--- config.mk ---
export PLATFORM = sky130hd
export DESIGN_NAME = output_drain_flat
export DESIGN_NICKNAME = d
export VERILOG_FILES = /design/src/rtl/output_drain_pkg.sv /design/src/rtl/output_drain_if.sv /design/src/rtl/output_drain_shifter.sv /design/src/rtl/output_drain.sv /design/src/flat_wrapper.sv
export SDC_FILE = /design/constraint.sdc
export NUM_CORES = 1
export LEC_CHECK = 0
export CAP_MARGIN = 20
export CORE_MARGIN = 8
export CORE_UTILIZATION = 30
export CTS_BUF_LIST = sky130_fd_sc_hd__clkbuf_16
export DETAILED_ROUTE_END_ITERATION = 16
export PLACE_DENSITY_LB_ADDON = 0.25
export SLEW_MARGIN = 20
export SYNTH_ARGS = -nofsm -noshare
export SYNTH_HDL_FRONTEND = slang
export SYNTH_SLANG_ARGS = --single-unit
--- constraint.sdc ---
create_clock -name clock -period 1.9 [get_ports clock]
set_input_delay 0.57 -clock clock [delete_from_list [all_inputs] [get_ports clock]]
set_output_delay 0.57 -clock clock [all_outputs]
set_load 0.1 [all_outputs]
--- src/rtl/output_drain_pkg.sv ---
// Shared definitions for the output drain: FSM encoding, Control's "image complete" code and
// the pixel width.
package output_drain_pkg;

  typedef enum logic [2:0] {
    StIdle,
    StRead,
    StCapture,
    StStream,
    StDone
  } state_e;

  localparam logic [1:0] FlagDone = 2'b11;
  localparam int unsigned PixelWidth = 8;

endpackage

--- src/rtl/output_drain_if.sv ---
// Output-memory read port plus the pixel stream, status and checksum of the drain.
// master = the drain itself, slave = memory/sink/control side.
interface output_drain_if #(
  parameter int unsigned AddressSize = 16,
  parameter int unsigned DataBusSize = 128
);
  logic [1:0]             GlobalFlag;
  logic [AddressSize-1:0] ReadAddressOutput;
  logic                   ReadEnableOutput;
  logic [DataBusSize-1:0] ReadBusOutput;
  logic [7:0]             PixelData;
  logic                   PixelValid;
  logic                   PixelReady;
  logic                   PixelLast;
  logic                   DrainDone;
  logic [15:0]            Checksum;

  modport master (
    input  GlobalFlag, ReadBusOutput, PixelReady,
    output ReadAddressOutput, ReadEnableOutput, PixelData, PixelValid, PixelLast, DrainDone,
           Checksum
  );

  modport slave (
    output GlobalFlag, ReadBusOutput, PixelReady,
    input  ReadAddressOutput, ReadEnableOutput, PixelData, PixelValid, PixelLast, DrainDone,
           Checksum
  );
endinterface

--- src/rtl/output_drain_shifter.sv ---
// Word-wide load/shift register for the drain: presents the lowest byte and counts bytes
// consumed from the current word.
module output_drain_shifter
  import output_drain_pkg::*;
#(
  parameter int unsigned DataBusSize = 128,
  parameter int unsigned IndexWidth  = 4
) (
  input  logic                   clock,
  input  logic                   reset,
  input  logic                   i_clear,
  input  logic                   i_load,
  input  logic                   i_shift,
  input  logic [DataBusSize-1:0] i_data,
  output logic [PixelWidth-1:0]  o_byte,
  output logic [IndexWidth-1:0]  o_index
);

  logic [DataBusSize-1:0] r_data;
  logic [IndexWidth-1:0]  r_index;

  always_ff @(posedge clock or negedge reset) begin
    if (!reset) begin
      r_data  <= '0;
      r_index <= '0;
    end else if (i_clear) begin
      r_data  <= '0;
      r_index <= '0;
    end else if (i_load) begin
      r_data  <= i_data;
      r_index <= '0;
    end else if (i_shift) begin
      r_data  <= r_data >> PixelWidth;
      r_index <= r_index + 1'b1;
    end
  end

  assign o_byte  = r_data[PixelWidth-1:0];
  assign o_index = r_index;

endmodule

--- src/rtl/output_drain.sv ---
// Streams the equalized image out of output memory one pixel per handshake, 16 pixels per word.
// Optional pixel checksum accumulator enabled by defining DRAIN_CHECKSUM_EN.
module output_drain
  import output_drain_pkg::*;
#(
  parameter logic [18:0] NumberofPixels = 19'd19200,
  parameter int unsigned AddressSize    = 16,
  parameter int unsigned DataBusSize    = 128
) (
  input  logic            clock,
  input  logic            reset,
  output_drain_if.master  bus
);

  localparam int unsigned IndexWidth = $clog2(DataBusSize / PixelWidth);
  localparam logic [18:0] LastPixel  = NumberofPixels - 19'd1;

  state_e                 r_state, w_state_next;
  logic [AddressSize-1:0] r_addr, w_addr_next;
  logic [18:0]            r_count, w_count_next;
  logic                   w_xfer, w_last, w_load, w_clear;
  logic [PixelWidth-1:0]  w_byte;
  logic [IndexWidth-1:0]  w_index;

  output_drain_shifter #(
    .DataBusSize (DataBusSize),
    .IndexWidth  (IndexWidth)
  ) u_shifter (
    .clock   (clock),
    .reset   (reset),
    .i_clear (w_clear),
    .i_load  (w_load),
    .i_shift (w_xfer),
    .i_data  (bus.ReadBusOutput),
    .o_byte  (w_byte),
    .o_index (w_index)
  );

  always_ff @(posedge clock or negedge reset) begin
    if (!reset) begin
      r_state <= StIdle;
      r_addr  <= '0;
      r_count <= '0;
    end else begin
      r_state <= w_state_next;
      r_addr  <= w_addr_next;
      r_count <= w_count_next;
    end
  end

  assign w_xfer = (r_state == StStream) && bus.PixelReady;
  assign w_last = (r_count == LastPixel);

  always_comb begin
    w_state_next = r_state;
    w_addr_next  = r_addr;
    w_count_next = r_count;
    w_load       = 1'b0;
    w_clear      = 1'b0;
    unique case (r_state)
      StIdle: begin
        if (bus.GlobalFlag == FlagDone) w_state_next = StRead;
      end
      StRead:    w_state_next = StCapture;
      StCapture: begin
        w_load       = 1'b1;
        w_state_next = StStream;
      end
      StStream: begin
        if (w_xfer) begin
          w_count_next = r_count + 19'd1;
          if (w_last) begin
            w_state_next = StDone;
          end else if (&w_index) begin
            // Word exhausted with pixels remaining: fetch the next word.
            w_state_next = StRead;
            w_addr_next  = r_addr + 1'b1;
          end
        end
      end
      StDone: begin
        // Flag must drop before re-arming, so one completion yields exactly one drain.
        if (bus.GlobalFlag != FlagDone) begin
          w_state_next = StIdle;
          w_addr_next  = '0;
          w_count_next = '0;
          w_clear      = 1'b1;
        end
      end
      default: w_state_next = StIdle;
    endcase
  end

  assign bus.ReadEnableOutput  = (r_state == StRead);
  assign bus.ReadAddressOutput = r_addr;
  assign bus.PixelData         = w_byte;
  assign bus.PixelValid        = (r_state == StStream);
  assign bus.PixelLast         = (r_state == StStream) && w_last;
  assign bus.DrainDone         = (r_state == StDone);

`ifdef DRAIN_CHECKSUM_EN
  logic [15:0] r_sum;

  always_ff @(posedge clock or negedge reset) begin
    if (!reset) begin
      r_sum <= '0;
    end else if ((r_state == StIdle) && (w_state_next == StRead)) begin
      r_sum <= '0;
    end else if (w_xfer) begin
      r_sum <= r_sum + {8'd0, w_byte};
    end
  end

  assign bus.Checksum = r_sum;
`else
  assign bus.Checksum = 16'd0;
`endif

endmodule

--- src/flat_wrapper.sv ---
// flat-port wrapper written by rule: the top's interface ports become plain ports
module output_drain_flat import output_drain_pkg::*;
#(
  parameter logic [18:0] NumberofPixels = 19'd19200,
  parameter int unsigned AddressSize    = 16,
  parameter int unsigned DataBusSize    = 128
)
  (clock, reset, bus_GlobalFlag, bus_ReadBusOutput, bus_PixelReady, bus_ReadAddressOutput, bus_ReadEnableOutput, bus_PixelData, bus_PixelValid, bus_PixelLast, bus_DrainDone, bus_Checksum);
  output_drain_if #(.AddressSize(AddressSize), .DataBusSize(DataBusSize)) bus_i ();
  input  logic clock;
  input  logic reset;
  input wire logic [$bits(bus_i.GlobalFlag)-1:0] bus_GlobalFlag;
  input wire logic [$bits(bus_i.ReadBusOutput)-1:0] bus_ReadBusOutput;
  input wire logic [$bits(bus_i.PixelReady)-1:0] bus_PixelReady;
  output wire logic [$bits(bus_i.ReadAddressOutput)-1:0] bus_ReadAddressOutput;
  output wire logic [$bits(bus_i.ReadEnableOutput)-1:0] bus_ReadEnableOutput;
  output wire logic [$bits(bus_i.PixelData)-1:0] bus_PixelData;
  output wire logic [$bits(bus_i.PixelValid)-1:0] bus_PixelValid;
  output wire logic [$bits(bus_i.PixelLast)-1:0] bus_PixelLast;
  output wire logic [$bits(bus_i.DrainDone)-1:0] bus_DrainDone;
  output wire logic [$bits(bus_i.Checksum)-1:0] bus_Checksum;
  assign bus_i.GlobalFlag = bus_GlobalFlag;
  assign bus_i.ReadBusOutput = bus_ReadBusOutput;
  assign bus_i.PixelReady = bus_PixelReady;
  assign bus_ReadAddressOutput = bus_i.ReadAddressOutput;
  assign bus_ReadEnableOutput = bus_i.ReadEnableOutput;
  assign bus_PixelData = bus_i.PixelData;
  assign bus_PixelValid = bus_i.PixelValid;
  assign bus_PixelLast = bus_i.PixelLast;
  assign bus_DrainDone = bus_i.DrainDone;
  assign bus_Checksum = bus_i.Checksum;
  output_drain #(.NumberofPixels(NumberofPixels), .AddressSize(AddressSize), .DataBusSize(DataBusSize)) u_core (.clock(clock), .reset(reset), .bus(bus_i));
endmodule
After elaboration in Yosys (flattened, before gate mapping)
Cells that the tools add are included.
{ "classes": {"n_eq_ne": 13, "addsub": 3, "mux": 23, "reduce_logical": 9} }
{ "ops": {"columns": ["operator", "n"], "rows": [
  ["$mux 128", 3],
  ["$mux 16", 4],
  ["$mux 19", 2],
  ["$pmux 19 s2", 1],
  ["$pmux 16 s2", 1],
  ["$add 19x1->19 const B", 1],
  ["$eq 19x15->1 const B", 1],
  ["$add 16x1->16 const B", 1],
  ["$mux 3", 5],
  ["$pmux 3 s5", 1],
  ["$mux 4", 3],
  ["$ne 2x1->1 const B", 4],
  ["$reduce_and 4->1", 2],
  ["$eq 3x2->1 const B", 2],
  ["$reduce_and 5->1", 1],
  ["$add 4x1->4 const B", 1],
  ["$ne 2x2->1 const B", 2],
  ["$eq 3x1->1 const B", 1],
  ["$eq 3x3->1 const B", 1],
  ["$logic_not 3->1", 1],
  ["$mux 1", 3],
  ["$ne 3x1->1 const B", 1],
  ["$reduce_and 3->1", 1],
  ["$reduce_bool 3->1", 1],
  ["3 further kinds", 4]
]} }
{ "totals": {"elab_cells": 53, "output_inout_bits": 44, "input_bits": 133, "ff_bits": 170} }

Longest topological paths before layout
Gate-level depths: netlist (run 1).
{ "logic_depth": {"depth_word": 5, "depth_mapped": 7} }

By module
Synthesis (run 1) repeated with hierarchy kept, for this count alone.
{ "unflattened": {"hier_cells": 834, "hier_area_um2": 9102.5} }
{ "modules_own_cells": {"columns": ["module", "area_each_um2", "instances", "seq_area_each_um2", "cells_per_inst"], "rows": [
  ["output_drain_shifter", 6789.0, 1, 3303.2, 595],
  ["output_drain", 2313.5, 1, 950.9, 239]
]} }

Worst setup path before layout (run 1)
Ideal clock, no wire load.
{ "synth_timing": {"path_kind": "reg-to-output", "start": "register u_core.r_state[0]", "end": "output bus_ReadEnableOutput", "arrival_ns": 2.639, "path_buffers": 1, "path_slack_ns": -1.309, "stages_incl_launch_ff": 4, "path_cell_list": "dfrtp_1 > buf_2 > inv_1 > nor3_1"} }
{ "synth_via": {"elab_chain_cells": 1} }
{ "synth_lines": {"columns": ["item", "line_no", "text"], "rows": [
  ["start: declaration", "output_drain.sv:18", "state_e r_state, w_state_next;"],
  ["start signal: assignment", "output_drain.sv:41", "r_state <= StIdle;"],
  ["start signal: assignment", "output_drain.sv:45", "r_state <= w_state_next;"],
  ["$eq 3x1->1", "output_drain.sv:94", "assign bus.ReadEnableOutput = (r_state == StRead);"],
  ["end: declaration", "flat_wrapper.sv:16", "output wire logic [$bits(bus_i.ReadEnableOutput)-1:0] bus_ReadEnableOutput;"]
]} }
Every way passes these cells.

Worst setup path after layout (run 1)
{ "layout_timing": {"start": "register u_core.r_count[10]", "end": "output bus_PixelLast"} }
{ "layout_via": {"elab_chain_cells": 2} }
{ "layout_lines": {"columns": ["item", "line_no", "text"], "rows": [
  ["start: declaration", "output_drain.sv:20", "logic [18:0] r_count, w_count_next;"],
  ["start signal: assignment", "output_drain.sv:47", "r_count <= w_count_next;"],
  ["$eq 19x15->1", "output_drain.sv:52", "assign w_last = (r_count == LastPixel);"],
  ["$logic_and 1x1->1", "output_drain.sv:98", "assign bus.PixelLast = (r_state == StStream) && w_last;"],
  ["end: declaration", "flat_wrapper.sv:19", "output wire logic [$bits(bus_i.PixelLast)-1:0] bus_PixelLast;"]
]} }
Every way passes these cells.

==> results of run 1 <==
[power by group]
group | switching [mW] | leakage [nW] | internal [mW]
logic | 3.02 | 3.76 | 3.51
clock network | 1.73 | 0.295 | 1.91
registers | 0.771 | 2.27 | 4.72
[cells by family after synthesis]
logic type	count (synthesis)	synth area share, %
xor gates and xnor gates	9	0.856
DFF	170	46.2
adders and majority gates	3	0.408
muxes	125	15.2
buffers and inverters	103	6.81
and+or+nand+nor	363	17.4
AOI/OAI and AO/OA	200	13.1
other	1	0.0407
[state kept, by name, summed over array words and instances, names as in the netlist]
| register | count |
|---|---|
| u_core.r_state | 3 |
| u_core.bus.ReadAddressOutput | 16 |
| u_core.u_shifter.o_index | 4 |
| u_core.u_shifter.r_data | 128 |
| u_core.r_count | 19 |
[layer usage]
layer  up-vias  share of wire (%)  track usage, %  wire (um)
li1       3819                  -               -          -
met1      3991                 46            20.0      13800
met2       177                 49            24.8      14900
met3        17                4.3            2.75       1290
met4         2               0.71            3.17        214
met5         -              0.033               0         10
[cells in the final DEF (no fill, tap or decap), types with 6 or more instances in the layout]
cell type          n
a21oi_1          125
a22o_1             9
buf_12            54
buf_4             73
buf_6             17
clkbuf_16         30
clkdlybuf4s50_1  131
conb_1            16
dfrtp_1          158
dfrtp_2           10
inv_1              9
mux2_4           120
nand2_1          267
nand2b_1           6
nand3_1           13
nand4_1           13
nor2_1            13
nor3_1             6
o21ai_0           16
o22a_1             8
xor2_1             6
[area by class of cell]
type	instances	area, um^2
repair buffers	297	3650
flip-flops and latches	170	4270
fillers	2869	16200
well taps	396	495
clock buffers	17	425
inverters	10	50.0
clock inverters	15	195
multi-input cells	717	5110
[through the flow]
step | TNS [ns] | power (mW)
CTS | -15.41 | 14.6
global route | -28.85 | 16.5
finish | -20.75 | 15.7
global placement | -56.06 | 10.5
floorplan | -0.206 | 8.87
detailed placement | -61.99 | 10.7
[worst paths after layout]
check                      slack [ns]                      endpoint                         from
max reg2reg                     -0.20  u_core.u_shifter.r_data[111]            u_core.r_state[2]
max                             -0.48                 bus_PixelLast           u_core.r_count[10]
max in group asynchronous        1.15  u_core.u_shifter.r_data[103]                        reset
min reg2reg                      0.51   u_core.u_shifter.r_data[63]  u_core.u_shifter.r_data[63]
min                              0.06    u_core.u_shifter.r_data[8]                        reset
min in group clock               0.51   u_core.u_shifter.r_data[63]  u_core.u_shifter.r_data[63]
[critical path: stages, from the launching register on]
cell      delay (ns)
dfrtp_1         0.45
and4bb_1        0.36
and3_4          0.21
and3_4          0.20
buf_12          0.17
[repair_timing]
item,4_1_cts,5_1_grt
resized for setup,54,162
setup buffers,10,23
pin swaps,10,31
cloned,2,16
endpoints found under the setup margin,13,165
==> summary.txt, run 1 <==
STA
  – Worst hold slack: 0.0630 ns
  – Period Utilization, post-route: 125%
  – Unrepaired setup endpoints after global routing: true
  – Setup WS post-layout: -0.477 ns
  – Fmax: 0.421 GHz
  – Final setup viols: 156
  – Rel. slew slack: 57.6%
  – Max-slew violation count: 0
  – Final hold vios: 0
  – Worst-margin pin slew: 0.635 ns
  – Fin crit period: 2.38 ns
  – Clk_skew: 0.0170 ns

Cells and area
  – Diode count: 0
  – Post-Layout Cell Count: 1622
  – Layout Utilization: 46.7%
  – Layout Nets: 1349
  – Area growth from synthesis to layout: 54.3%
  – Share of cells above drive strength 1: 30.8%
  – Design area: 14200 um^2

Synthesis
  – Largest area contributor in the netlist: dfrtp_1
  – Top-area cell type share of the netlist area: 46.2%
  – Most common cell in the netlist: nand2_1
  – Synthesized cell area: 9210 um^2
  – Synth top area cells: dfrtp_1 46%, mux2_2 14%, nand2_1 11%, a21oi_1 7.0%, buf_4 3.4%
  – Distinct cell type count after synthesis: 63
  – Ys Warns: 0
  – Post-synth top cells: 271 x nand2_1, 170 x dfrtp_1, 129 x a21oi_1
  – Top FF cell, synth: dfrtp_1
  – Yosys reg bits: 170
  – Async S/R FF share, synth: 100%
  – Avg Cell Area, Syn: 9.45 um^2
  – Synthesized instance count: 974
  – Seq/Total Area, Yosys: 46.2%
  – EDFF count, synth: 0

Floorplanning
  – Die Wd: 191 um
  – Die Span Y: 191 um
  – Die area: 36600 um^2
  – Starting Density: 30.3%
  – IO Count: 177
  – Core ar.: 30400 um^2
  – Cell Rows: 64

Clock network
  – CTS max path bufs: 2
  – Worst-skew pair later-pin latency: 0.44 ns
  – Num CTS Buffers: 17
  – Clk sinks: 170
  – H-tree lvl count: 4
  – Clock transition at path regs: 0.08 ns
  – CTS tree: done
  – Hold-fix buffers at CTS: 0
  – Root Driver: clkbuf_16

Route
  – WL final: 30.2 mm
  – Via density: 4.94
  – Drc violations: 0
  – Routed Antenna Nets: 0
  – Drt first pass iters: 5
  – Vias: 8006
  – Avg WL per Cell: 18.6 um
  – First DRT Iteration DRCs: 465

Placed design
  – Cells after DPL: 1542
  – Gp weighted congestion: 0.817
  – Pre-CTS setup slack: -0.432 ns
  – Port bufs: 160
  – Dpl hpwl: 19.9 mm
  – Placed inst area: 12100 um^2

Critical path
  – CP Capture Type: primary output
  – Worst-path fanout max: 4
  – CP arrival: 1.81 ns
  – FF-to-FF path depth: 9
  – Worst setup path category: reg2out
  – Data required, critical path: 1.33 ns
  – Startpoint Class: flip-flop

Global route
  – First-pass GRT wire length: 43.8 mm
  – Remaining Overflow, GRT: 0
  – Vias in the first global route: 8012
  – Antenna violations before repair: 1
  – Gr usage total: 14.9%
  – Largest net degree at the start of global routing: 52

Pwr
  – Peak VDD IR: 0.468 mV
  – Leakage: 6.32 nW
  – Power Density: 1100 nW/um^2

Status
  – Outcome: finished with violations
  – Failing checks: setup timing

Worst hold path
  – Min-delay worst type: in2async

Job
  – Max Cap Viol: 0
(Power assumes the default switching activity.)
==> run 2: changes to the inputs <==
--- a/config.mk
+++ b/config.mk
@@ -13,3 +13,2 @@
 export PLACE_DENSITY_LB_ADDON = 0.25
-export SLEW_MARGIN = 20
 export SYNTH_ARGS = -nofsm -noshare
==> constraint.sdc (replaced) <==
create_clock -name clock -period 1.9 [get_ports clock]
set_input_delay 0.285 -clock clock [delete_from_list [all_inputs] [get_ports clock]]
set_output_delay 0.285 -clock clock [all_outputs]
set_load 0.1 [all_outputs]
==> summary.txt, run 2 (synthesized netlist as in run 1, its figures left out) <==
Status
  – Outcome: finished with violations
  – Failing checks: setup timing

STA
  – Worst hold slack: 0.245 ns (+0.181 ns)
  – Unrepaired setup endpoints after global routing: true
  – Rel. slew slack: 64.0% (+6.5 points)
  – Setup WS post-layout: -0.152 ns (+0.326 ns)
  – Final setup viols: 122 (-22%)
  – Final hold vios: 0 (unchanged)
  – Fmax: 0.487 GHz (+16%)
  – Clk_skew: 0.0140 ns (-0.00307 ns)
  – Worst-margin pin slew: 0.538 ns (-0.0969 ns)
  – Max-slew violation count: 0 (unchanged)
  – Period Utilization, post-route: 108% (-17 points)
  – Fin crit period: 2.05 ns (-0.326 ns)

Placed design
  – Dpl hpwl: 19.2 mm (-3.4%)
  – Gp weighted congestion: 0.797 (-2.4%)
  – Placed inst area: 11700 um^2 (-3.6%)
  – Port bufs: 160 (unchanged)
  – Pre-CTS setup slack: -0.183 ns (+0.248 ns)

Cells and area
  – Max reg flops: 128 (unchanged)
  – Most common cell after layout, fill and taps aside: nand2_1
  – FILL cells: 2809 (-2.1%)
  – Design area: 14400 um^2 (+1.4%)
  – Largest register by flop count: u_core.u_shifter.r_data
  – Layout Nets: 1335 (-1.0%)
  – Layout Utilization: 47.3% (+0.65 points)
  – Area growth from synthesis to layout: 56.4%
  – Commonest non-fill, non-tap cells in the layout: 270 x nand2_1, 156 x dfrtp_1, 131 x clkdlybuf4s50_1, 114 x mux2_4, 73 x a21oi_2
  – Multi-input gate area: 5530 um^2 (+8.2%)
  – Diode count: 0 (unchanged)
  – Share of cells above drive strength 1: 36.7% (+6.0 points)
  – Storage cell area: 4280 um^2 (about the same)

Route
  – First DRT Iteration DRCs: 506 (+8.8%)
  – Vias: 8045 (+0.49%)
  – Drc violations: 0 (unchanged)
  – Met3 wire length: 1.52 mm (+18%)
  – Avg WL per Cell: 19.7 um (+5.5%)
  – M1 wire length: 14.6 mm (+5.8%)
  – Met2 Routed Length: 15.1 mm (+1.3%)
  – Highest Signal Layer: met5
  – Routed Antenna Nets: 0 (unchanged)
  – WL final: 31.6 mm (+4.6%)
  – Via density: 5.00 (+1.4%)
  – Drt first pass iters: 4 (-1)

Pwr
  – Total power: 15.7 mW (+0.51%)
  – Power Density: 1090 nW/um^2 (-0.86%)
  – Peak VDD IR: 0.549 mV (+17%)
  – Leakage: 6.18 nW (-2.2%)

Floorplanning
  – Starting Density: 30.3% (unchanged)
  – Die area: 36600 um^2 (unchanged)
  – Die Span Y: 191 um (unchanged)
  – Cell Rows: 64 (unchanged)
  – IO Count: 177 (unchanged)
  – Core ar.: 30400 um^2 (unchanged)
  – Die Wd: 191 um (unchanged)

Critical path
  – Worst setup path category: reg2out
  – Buffers and inverters on the worst path: 2 (+1)
  – CP arrival: 1.77 ns (-0.04 ns)
  – Data required, critical path: 1.62 ns (+0.29 ns)
  – FF-to-FF path depth: 8 (-1)
  – Levels on crit path: 4 (unchanged)
  – Worst-path fanout max: 5 (+1)
  – Slowest cell on the critical path: dfrtp_1
  – Critical Path, Cell by Cell: nor3_1 -> buf_4 -> and3_4 -> buf_12
  – Startpoint Class: flip-flop
  – CP Capture Type: primary output
  – Slowest cell delay on critical path: 0.42 ns (-0.03 ns)
  – Reg2Reg Setup Slack: -0.14 ns (+0.06 ns)
  – CP top delay family: simple AND/OR/NAND/NOR gates

Clock network
  – Clk sinks: 170 (unchanged)
  – Num CTS Buffers: 17 (unchanged)
  – CTS tree: done
  – CTS max path bufs: 2 (unchanged)
  – H-tree lvl count: 4 (unchanged)
  – Root Driver: clkbuf_16
  – Worst-skew pair later-pin latency: 0.44 ns (about the same)
  – Clock transition at path regs: 0.08 ns (about the same)

Job
  – Max Cap Viol: 0 (unchanged)

Global route
  – Gr usage total: 14.4% (-0.53 points)
  – Remaining Overflow, GRT: 0 (unchanged)
  – First-pass GRT wire length: 42.2 mm (-3.7%)
  – Vias in the first global route: 7684 (-4.1%)
  – Antenna violations before repair: 1 (unchanged)
  – Largest net degree at the start of global routing: 57 (+9.6%)

Worst hold path
  – Min-delay worst type: in2async
[run 2: cell count changes in the layout (fill, tap and decap cells not counted), moves of 3 or more]
cell       delta
a21oi_4      +23
nand2_1       +3
a21oi_1      -92
inv_8         +3
buf_4         -5
buf_12       -24
nand2_2       -4
mux2_4        -6
clkinv_8      -3
clkbuf_16    +10
mux2_2        +6
a21oi_2      +69
buf_8         +3
[run 2: final timing paths]
kind	startpoint	endpoint
max reg2reg	u_core.r_state[1]	u_core.u_shifter.r_data[96]
min	reset	u_core.bus.ReadAddressOutput[11]
max in group asynchronous	reset	u_core.u_shifter.r_data[47]
max	u_core.r_count[16]	bus_PixelLast
min in group clock	bus_ReadBusOutput[126]	u_core.u_shifter.r_data[126]
min reg2reg	u_core.u_shifter.r_data[125]	u_core.u_shifter.r_data[125]
[run 2: worst reg2reg max path, cell delays in order (launching register included)]
cell	delay [ns]
dfrtp_1	0.40
buf_6	0.12
or3b_4	0.45
nor2_4	0.12
buf_12	0.15
clkbuf_16	0.18
buf_12	0.15
a21oi_1	0.07
mux2_4	0.26
[run 2: per-layer routing]
metal	track usage, %	vias up
met2	22.5	179
met3	3.37	27
met4	3.85	2
li1	-	3808
met5	0	-
met1	19.6	4029
[run 2: per-stage QoR]
step | instances | setup TNS [ns]
final | 1608 | -8.57
after CTS | 1560 | -3.96
after floorplan | 989 | 0
after global routing | 1608 | -17.33
after global placement | 1523 | -11.33
after detailed placement | 1523 | -12.23
[run 2: layout make-up]
| type | instances | share of cell area (%) |
|---|---|---|
| timing repair buffer | 283 | 24.0 |
| tap | 396 | 3.44 |
| sequential | 170 | 29.7 |
| multi-input combinational | 717 | 38.4 |
| inverter | 10 | 0.313 |
| clock buffer | 17 | 2.95 |
| clock inverter | 15 | 1.23 |
[run 2: repair_timing]
item / 4_1_cts / 5_1_grt
buffers inserted: 6 / 17
cloned: 0 / 32
endpoints found under the setup margin: 4 / 134
hold buffers: 1 / 0
resized for setup: 10 / 295
endpoints found under the hold margin: 170 / 0
pin swaps: 5 / 16
[run 2: power by group]
| part | total (mW) | internal (mW) | switching (mW) |
|---|---|---|---|
| registers | 5.47 | 4.73 | 0.745 |
| clock network | 3.64 | 1.89 | 1.75 |
| logic | 6.63 | 3.41 | 3.22 |
==> run 3: changes to the inputs <==
clock period = 2.2 ns   (was 1.9 ns; I/O delays follow)
==> summary.txt, run 3 (synthesized netlist as in run 1, its figures left out) <==
Status
  – Outcome: finished, final reports clean

STA
  – Final setup viols: 0 (-100%)
  – Fin crit period: 2.12 ns
  – Max-slew violation count: 0 (unchanged)
  – Period Utilization, post-route: 96.2%
  – Sum Neg Setup Slack: 0 ns (+8.57 ns)
  – Rel. slew slack: 64.7% (+0.68 points)
  – Fmax: 0.472 GHz
  – Final hold vios: 0 (unchanged)
  – Worst-margin pin slew: 0.529 ns (-0.00873 ns)
  – Clk_skew: 0.0112 ns (-0.00279 ns)
  – Unrepaired setup endpoints after global routing: false

Route
  – Avg WL per Cell: 17.0 um (-13%)
  – Vias: 7483 (-7.0%)
  – Routed Antenna Nets: 0 (unchanged)
  – First DRT Iteration DRCs: 470 (-7.1%)
  – Drc violations: 0 (unchanged)
  – Via density: 4.87 (-2.7%)
  – Drt first pass iters: 5 (+1)
  – WL final: 26.2 mm (-17%)

Global route
  – Antenna violations before repair: 3 (+2)
  – Gr usage total: 14.1% (-0.24 points)
  – Vias in the first global route: 7645 (-0.51%)
  – First-pass GRT wire length: 41.3 mm (-2.0%)
  – Remaining Overflow, GRT: 0 (unchanged)
  – Largest net degree at the start of global routing: 58 (+1.8%)

Pwr
  – Switch Pwr: 4.21 mW (-26%)
  – Sw Share: 35.3% (-1.0 points)
  – Comb power frac: 34.3% (-7.8 points)
  – Peak VDD IR: 0.495 mV (-9.7%)
  – Sequential Power Share: 38.9% (+4.2 points)
  – Power Density: 989 nW/um^2 (-9.5%)
  – Leakage: 5.25 nW (-15%)
  – Internal power: 7.72 mW (-23%)
  – Clock power share: 26.7% (+3.6 points)

Placed design
  – Cells after DPL: 1499 (-1.6%)
  – Port bufs: 160 (unchanged)
  – Gp weighted congestion: 0.809 (+1.5%)
  – Dpl hpwl: 18.7 mm (-2.8%)

Critical path
  – Slowest cell on the critical path: dfrtp_1
  – CP top delay family: simple AND/OR/NAND/NOR gates
  – Buffers and inverters on the worst path: 1 (-1)
  – Worst-path fanout max: 4 (-1)
  – CP Capture Type: primary output
  – Worst setup path category: reg2out
  – Startpoint Class: flip-flop
  – Slowest cell delay on critical path: 0.45 ns (+0.03 ns)
  – Data required, critical path: 1.87 ns (+0.25 ns)
  – CP arrival: 1.79 ns (+0.02 ns)
  – Critical Path, Cell by Cell: nor4b_4 -> and3_1 -> and3_4 -> buf_12

Floorplanning
  – Core ar.: 30400 um^2 (unchanged)
  – Die Span Y: 191 um (unchanged)
  – Starting Density: 30.3% (unchanged)
  – Cell Rows: 64 (unchanged)
  – IO Count: 177 (unchanged)
  – Die Wd: 191 um (unchanged)
  – Die area: 36600 um^2 (unchanged)

Clock network
  – Root Driver: clkbuf_16
  – Clock transition at path regs: 0.07 ns (about the same)
  – CTS max path bufs: 2 (unchanged)
  – H-tree lvl count: 4 (unchanged)
  – Num CTS Buffers: 17 (unchanged)
  – CTS tree: done
  – Worst-skew pair later-pin latency: 0.43 ns (about the same)
  – Clk sinks: 170 (unchanged)

Cells and area
  – Largest register by flop count: u_core.u_shifter.r_data
  – Storage cell area: 4260 um^2 (-0.41%)
  – FILL cells: 3074 (+9.4%)
  – Max reg flops: 128 (unchanged)
  – Most common cell after layout, fill and taps aside: nand2_1
  – Post-Layout Cell Count: 1537 (-4.4%)
  – Area growth from synthesis to layout: 31.0%
  – Multi-input gate area: 4450 um^2 (-20%)
  – Layout Nets: 1263 (-5.4%)
  – Share of cells above drive strength 1: 22.2% (-15 points)
  – Commonest non-fill, non-tap cells in the layout: 271 x nand2_1, 166 x dfrtp_1, 131 x clkdlybuf4s50_1, 129 x a21oi_1, 118 x mux2_2
  – Layout Utilization: 39.6% (-7.7 points)

Job
  – Max Cap Viol: 0 (unchanged)

Worst hold path
  – Min-delay worst type: in2async
## run 3: cell types whose count changed in the layout (fill, tap and decap cells not counted), sizes merged
cell      delta
diode        +1
a21oi        -1
bufinv       +2
clkinvlp     -1
clkbuf      -23
clkinv       -1
buf         -48
## run 3: per-layer routing
metal / part of all wire [%] / up-vias / track usage [%] / routed length [um]
li1: - / 3642 / - / -
met1: 45 / 3675 / 18.3 / 11800
met2: 49 / 143 / 23.3 / 12900
met3: 4.9 / 19 / 3.52 / 1280
met4: 1.0 / 4 / 3.55 / 267
met5: 0.10 / - / 0 / 27
## run 3: worst paths after layout
check / from / endpoint / slack (ns) / cells after the start
worst max register to register: u_core.r_state[0] / u_core.u_shifter.r_data[48] / 0.11 / 6
min in group clock: u_core.u_shifter.r_data[46] / u_core.u_shifter.r_data[46] / 0.50 / 1
max in group asynchronous: reset / u_core.r_count[8] / 1.15 / 3
worst max-delay path: u_core.r_count[12] / bus_PixelLast / 0.08 / 4
worst min-delay path: reset / u_core.u_shifter.r_data[3] / 0.39 / 2
worst min register to register: u_core.u_shifter.r_data[46] / u_core.u_shifter.r_data[46] / 0.50 / 1
## run 3: stage by stage
stage	hold WS [ns]	setup slack [ns]	area, um^2	power, mW
after detailed placement	0.296	0.102	11400	8.79
after floorplan	0.0344	0.0811	9280	7.65
final	0.389	0.0826	12100	11.9
after global placement	0.298	0.102	11400	8.69
after CTS	0.400	0.00920	12000	12.1
after global routing	0.425	0.00882	12100	12.7
## run 3: area by class of cell
type	instances	share of cell area, %
Tap cell	396	4.11
Clock inverter	15	1.52
Multi-Input combinational cell	716	36.9
Timing Repair Buffer	212	18.2
Inverter	10	0.353
Clock buffer	17	3.53
Antenna cell	1	0.0207
Sequential cell	170	35.3
## run 3: repair_timing
item	in CTS	in global routing
hold buffers	1	0
buffers inserted	5	0
pin swaps	3	2
hold endpoints to repair	41	0
gates resized for setup	6	4
setup endpoints to repair	2	1
## run 3: power groups by stage
stage	Sequential [mW]	Combinational, mW	Clock [mW]
after CTS	4.64	4.16	3.29
after global routing	4.76	4.48	3.42
final	4.64	4.10	3.19
after floorplan	4.67	2.98	0
after global placement	4.66	4.03	0
after detailed placement	4.69	4.10	0
